## config.mk

```make
export PLATFORM = sky130hd
export DESIGN_NAME = secuenciador
export DESIGN_NICKNAME = d
export VERILOG_FILES = /design/src/rtl/secuenciador_pkg.sv /design/src/rtl/secuenciador_contador_pc.sv /design/src/rtl/secuenciador.sv
export SDC_FILE = /design/constraint.sdc
export NUM_CORES = 1
export LEC_CHECK = 0
export ABC_AREA = 1
export ABC_CLOCK_PERIOD_IN_PS = 1600
export CAP_MARGIN = 20
export CORE_MARGIN = 5
export CORE_UTILIZATION = 30
export DETAILED_ROUTE_END_ITERATION = 12
export HOLD_SLACK_MARGIN = 0.06
export PLACE_DENSITY_LB_ADDON = 0.1
export REMOVE_ABC_BUFFERS = 1
export SLEW_MARGIN = 40
export SYNTH_ARGS = -nofsm -noshare
export SYNTH_HDL_FRONTEND = slang
export SYNTH_SLANG_ARGS = --single-unit
```

## constraint.sdc

```tcl
create_clock -name clk -period 1.6 [get_ports clk]
set_input_delay 0.16 -clock clk [delete_from_list [all_inputs] [get_ports clk]]
set_output_delay 0.16 -clock clk [all_outputs]
set_load 0.02 [all_outputs]
```

## src/rtl/secuenciador_pkg.sv

```systemverilog
// Shared constants for the secuenciador program sequencer: FSM state
// encodings (3-bit, legacy-compatible values) and default parameters.
package secuenciador_pkg;

   localparam logic [2:0] ST_IDLE  = 3'd0;
   localparam logic [2:0] ST_FETCH = 3'd1;
   localparam logic [2:0] ST_EXEC  = 3'd2;
   localparam logic [2:0] ST_FIN   = 3'd3;
   localparam logic [2:0] ST_ERR   = 3'd4;

   localparam int unsigned DEF_W    = 8;
   localparam logic [7:0]  DEF_LAST = 8'hFF;
   localparam int unsigned DEF_TMO  = 16;

endpackage

```

## src/rtl/secuenciador_contador_pc.sv

```systemverilog
// contador_pc: loadable W-bit up-counter holding the sequencer's program
// counter. load wins over inc; with both low the value holds.
module contador_pc
   import secuenciador_pkg::*;
#(
   parameter int unsigned W = DEF_W
) (
   input  logic         clk,
   input  logic         rstn,
   input  logic         load,
   input  logic [W-1:0] load_val,
   input  logic         inc,
   output logic [W-1:0] q
);

   logic [W-1:0] q_q;
   logic [W-1:0] q_d;

   // Next value: load has priority, increment wraps modulo 2^W.
   always_comb begin
      q_d = q_q;
      if (load) begin
         q_d = load_val;
      end else if (inc) begin
         q_d = q_q + 1'b1;
      end
   end

   // Counter register, cleared asynchronously.
   always_ff @(posedge clk or negedge rstn) begin
      if (!rstn) begin
         q_q <= '0;
      end else begin
         q_q <= q_d;
      end
   end

   assign q = q_q;

endmodule

```

## src/rtl/secuenciador.sv

```systemverilog
// secuenciador: fetch/execute program sequencer. Walks pc from start_addr
// to LAST, issuing a mem_req handshake per address, with branch and abort.
// Optional mem_ack watchdog: define SECUENCIADOR_TIMEOUT_EN.
module secuenciador
   import secuenciador_pkg::*;
#(
   parameter int unsigned  W    = DEF_W,
   parameter logic [W-1:0] LAST = W'(DEF_LAST),
   parameter int unsigned  TMO  = DEF_TMO
) (
   input  logic         clk,
   input  logic         rstn,
   input  logic         start,
   input  logic [W-1:0] start_addr,
   input  logic         halt,
   input  logic         jmp,
   input  logic [W-1:0] jmp_addr,
   input  logic         mem_ack,
   output logic [W-1:0] pc,
   output logic         mem_req,
   output logic         busy,
   output logic         done,
   output logic         err
);

   logic [2:0]   state_q;
   logic [2:0]   state_d;
   logic         mem_req_q;
   logic         pc_load;
   logic         pc_inc;
   logic [W-1:0] pc_ld_val;
   logic         wd_expired;

   // A zero timeout has no meaningful watchdog behaviour.
   always_comb assert (TMO > 0);

`ifdef SECUENCIADOR_TIMEOUT_EN
   localparam int unsigned WD_W = (TMO > 1) ? $clog2(TMO) : 1;

   logic [WD_W-1:0] wd_q;
   logic [WD_W-1:0] wd_d;

   assign wd_expired = (wd_q == WD_W'(TMO - 1));

   // Count consecutive unacknowledged FETCH cycles; zero on any other path.
   always_comb begin
      wd_d = '0;
      if (state_q == ST_FETCH && state_d == ST_FETCH) begin
         wd_d = wd_q + 1'b1;
      end
   end

   // Watchdog register.
   always_ff @(posedge clk or negedge rstn) begin
      if (!rstn) begin
         wd_q <= '0;
      end else begin
         wd_q <= wd_d;
      end
   end

   assign err = (state_q == ST_ERR);
`else
   assign wd_expired = 1'b0;
   assign err        = 1'b0;
`endif

   // Next-state and pc control; halt overrides ack, branch and end-of-run.
   always_comb begin
      state_d   = state_q;
      pc_load   = 1'b0;
      pc_inc    = 1'b0;
      pc_ld_val = start_addr;
      case (state_q)
         ST_IDLE: begin
            if (start) begin
               pc_load = 1'b1;
               state_d = ST_FETCH;
            end
         end
         ST_FETCH: begin
            if (halt) begin
               state_d = ST_IDLE;
            end else if (mem_ack) begin
               state_d = ST_EXEC;
            end else if (wd_expired) begin
               state_d = ST_ERR;
            end
         end
         ST_EXEC: begin
            if (halt) begin
               state_d = ST_IDLE;
            end else if (jmp) begin
               pc_load   = 1'b1;
               pc_ld_val = jmp_addr;
               state_d   = ST_FETCH;
            end else if (pc != LAST) begin
               pc_inc  = 1'b1;
               state_d = ST_FETCH;
            end else begin
               state_d = ST_FIN;
            end
         end
         ST_FIN: begin
            state_d = ST_IDLE;
         end
         ST_ERR: begin
            if (start) begin
               state_d = ST_IDLE;
            end
         end
         default: begin
            state_d = ST_IDLE;
         end
      endcase
   end

   // State register; mem_req is registered alongside so it is glitch-free.
   always_ff @(posedge clk or negedge rstn) begin
      if (!rstn) begin
         state_q   <= ST_IDLE;
         mem_req_q <= 1'b0;
      end else begin
         state_q   <= state_d;
         mem_req_q <= (state_d == ST_FETCH);
      end
   end

   contador_pc #(
      .W (W)
   ) u_pc (
      .clk      (clk),
      .rstn     (rstn),
      .load     (pc_load),
      .load_val (pc_ld_val),
      .inc      (pc_inc),
      .q        (pc)
   );

   assign mem_req = mem_req_q;
   assign busy    = (state_q != ST_IDLE);
   // A halt during FIN suppresses the completion pulse.
   assign done    = (state_q == ST_FIN) && !halt;

endmodule

```

==> impl_metrics.py <==
metrics = {
    "status": {
        "run_status": "finished, final reports clean",
    },
    "power_and_ir_drop": {
        "power_switching_share_pct": 41.79,
        "p_leak_nw": 0.7205,
        "power_frac_clock_pct": 13.9,
        "power_frac_seq_pct": 28.4,
        "cellPowerDensity_mw_per_mm2": 1217,
        "internal-power_mw": 1.026,
        "combinationalPowerShare_pct": 57.6,
        "power.ir.vdd_worst_mv": 0.5925,
        "power.switching_mw": 0.7366,
    },
    "layout": {
        "nets": 209,
        "fillCellCount": 323,
        "layout.cells.non_filler": 229,
        "drive_gt1_share_pct": 16.76,
        "antenna_cells": 0,
        "area_added_between_synthesis_and_finish_pct": 48.65,
    },
    "placed_design": {
        "gp_routability_congestion": 0.7970,
        "dp_hpwl_mm": 2.064,
        "port-buffer-count": 32,
        "dpl.cell_count": 222,
        "preCtsSetupSlack_ns": -0.02804,
    },
    "setup_path": {
        "cpPeakStageDelay_ns": 0.60,
        "crit_path_cell_trace": "buf_4, clkdlybuf4s50_1",
        "required_ns": 1.44,
        "critical_path.endpoint_type": "primary output",
        "worstSetupPathType": "register to primary output",
        "cpMaxStageDelayCell": "sky130_fd_sc_hd__clkdlybuf4s50_1",
        "timing.critical_path.from_type": "register",
        "cp_data_arrival_time_ns": 1.36,
        "timing.critical_path.fanout_max": 6,
        "timing.reg2reg.worst_path_depth": 7,
    },
    "global_route": {
        "globalRouteMet2Util_pct": 21.84,
        "globalRouteTotalUtil_pct": 12.78,
        "gr-usage-met3_pct": 3.710,
        "grt_start_max_net_pins": 18,
        "globalRoute.totalOverflow": 0,
        "met1_usage_pct": 15.92,
        "first_global_vias": 980,
        "grt_first_pass_wirelength_mm": 4.374,
        "number_of_antenna_violations_at_the_first_check_in_global_routing": 0,
        "grt_most_used_layer": "met2",
    },
    "yosys": {
        "yosysWarnings": 0,
        "synth.cell_area_um2": 974.7,
        "synthDominantAreaCellType": "sky130_fd_sc_hd__dfrtp_1",
        "syn-instance-count": 140,
        "synth.top_cells.by_count": "sky130_fd_sc_hd__nand2_1, sky130_fd_sc_hd__nand3_1, sky130_fd_sc_hd__dfrtp_1",
        "synth-edff-count": 0,
        "area_share_of_the_largest_cell_type_after_synthesis_pct": 30.81,
        "synth_cell_types": 29,
        "syn_area_per_cell_um2": 6.962,
        "yosys.cell_count.top_type": "sky130_fd_sc_hd__nand2_1",
        "post_synth_main_area_contributors": "sky130_fd_sc_hd__dfrtp_1, sky130_fd_sc_hd__nand2_1, sky130_fd_sc_hd__nand3_1",
        "synth_sequential_area_ratio_pct": 30.81,
        "async_flop_share_pct": 100.0,
        "dominantRegCellSynth": "sky130_fd_sc_hd__dfrtp_1",
        "ys_seq_elements": 12,
    },
    "sta": {
        "worst_slew_margin_rel_pct": 62.78,
        "tightest_slew_ns": 0.5565,
        "period_needed_ns": 1.524,
        "timing.final.ws_setup_ns": 0.07594,
        "max_freq_ghz": 0.6561,
        "final_hold_viol_count": 0,
        "finalClockSkew_ns": 0.0008509,
        "min_period_over_period_pct": 95.25,
        "finalSetupViolations": 0,
        "number_of_pins_with_negative_max_slew_slack_in_the_final_report": 0,
        "grt_setup_unrepaired": "false",
    },
    "floorplanning": {
        "dieArea_mm2": 0.004489,
        "die_height_um": 67,
        "floorplan.core_area_mm2": 0.003078,
        "dieWidth_um": 67,
        "initial_utilization_pct": 31.67,
        "rows": 20,
        "io_pins": 34,
    },
    "cts": {
        "clock_path_buffers": 2,
        "post_cts_hold_buffer_count": 0,
        "cts_root_buf": "sky130_fd_sc_hd__clkbuf_4",
        "worst_skew_pair.late_latency_ns": 0.27,
        "cts.htree.levels": 1,
        "cts_buffers": 3,
        "clkSinkCount": 12,
        "tritoncts": "done",
        "clk_pin_slew_ns": 0.08,
    },
    "routing": {
        "post-route-drc-count": 0,
        "firstDrtPassIters": 6,
        "iteration_0_drc_markers": 42,
        "postRouteWirelength_mm": 2.514,
        "antenna_violating_nets_post_route": 0,
        "detailroute.via_count": 1033,
        "route.detailed.wl_per_inst_um": 10.98,
        "routed_via_density": 4.511,
    },
    "run": {
        "max_cap_violations": 0,
    },
    "min_path": {
        "timing.hold.worst.class": "input port to asynchronous set/reset pin",
    },
}
==> layout by cell type (no fill, tap or decap), drive strengths merged <==
| cell type | instances |
|---|---|
| xnor2 | 2 |
| nand3b | 2 |
| nand4 | 9 |
| clkbuf | 5 |
| buf | 13 |
| nor2 | 8 |
| nor3 | 1 |
| ha | 1 |
| dlymetal6s2s | 1 |
| dfrtp | 12 |
| conb | 1 |
| nor4 | 1 |
| nand2 | 59 |
| nand3 | 23 |
| xor2 | 1 |
| clkdlybuf4s50 | 29 |
| dlygate4sd2 | 1 |
| a21oi | 1 |
| o21ai | 2 |
| inv | 13 |
==> registers in the layout, indices dropped and copies added, names as in the netlist <==
signal / count
mem_req: 1
state_q: 3
u_pc.q: 8
==> timing repair <==
action                                  in CTS  in global routing
endpoints found under the setup margin       2                 10
resized for setup                            2                  6
gates cloned                                 0                  0
pin swaps                                    0                  1
buffers inserted                             0                  3
==> logic make-up after synthesis <==
kind of cell | share of synthesized area [%]
AND/OR/NAND/NOR | 53.53
XOR/XNOR | 2.696
other | 0.3847
AO/OA/AOI/OAI | 1.539
flip-flops | 30.81
buffers and inverters | 9.755
adder cells (fa/ha/maj) | 1.283
==> layer usage <==
layer / up-vias / wire length (um)
li1: 542 / -
met1: 473 / 1067
met4: 0 / 15
met3: 2 / 82
met5: - / 0
met2: 16 / 1349
==> area by class of cell <==
cell class              count  area [um^2]  area share (%)
multi-input cells         111        586.8           40.50
repair buffers             45        414.1           28.58
inverters                  13        56.30           3.886
clock buffers               4        36.28           2.504
well taps                  44        55.05           3.800
flip-flops and latches     12        300.3           20.73
==> worst paths after layout <==
check | end | start | slack [ns]
max reg2reg | u_pc.q[3] | state_q[2] | 0.17
max in group asynchronous | u_pc.q[3] | rstn | 0.99
min | u_pc.q[6] | rstn | 0.24
min in group clk | state_q[2] | start | 0.44
max | pc[2] | u_pc.q[2] | 0.08
min reg2reg | u_pc.q[4] | u_pc.q[4] | 0.58
==> worst max-delay path, delay by kind of cell (launching register included) <==
| family | cells | cell delay (ns) |
|---|---|---|
| buffers and inverters | 2 | 0.74 |
| DFF | 1 | 0.35 |
==> power by group through the flow <==
stage / Combinational (mW) / Clock (mW) / Sequential [mW]
final: 1.02 / 0.245 / 0.501
after CTS: 1.03 / 0.257 / 0.503
after global routing: 1.13 / 0.282 / 0.521
after floorplan: 0.414 / 0 / 0.650
after global placement: 1.03 / 0 / 0.504
after detailed placement: 1.03 / 0 / 0.509
==> through the flow <==
| step | area, um^2 | setup TNS, ns | hold slack (ns) | util (%) | total power, mW |
|---|---|---|---|---|---|
| 5_1_grt | 1449 | 0 | 0.2953 | 47.07 | 1.930 |
| 2_1_floorplan | 935.9 | 0 | -0.1356 | - | 1.064 |
| 3_5_place_dp | 1386 | -0.02839 | 0.5687 | 45.04 | 1.537 |
| 4_1_cts | 1420 | 0 | 0.2739 | 46.14 | 1.788 |
| 3_3_place_gp | 1386 | -0.05610 | 0.5700 | 45.04 | 1.530 |
| 6_report | 1449 | 0 | 0.2406 | 47.07 | 1.763 |
(Power assumes the default switching activity.)
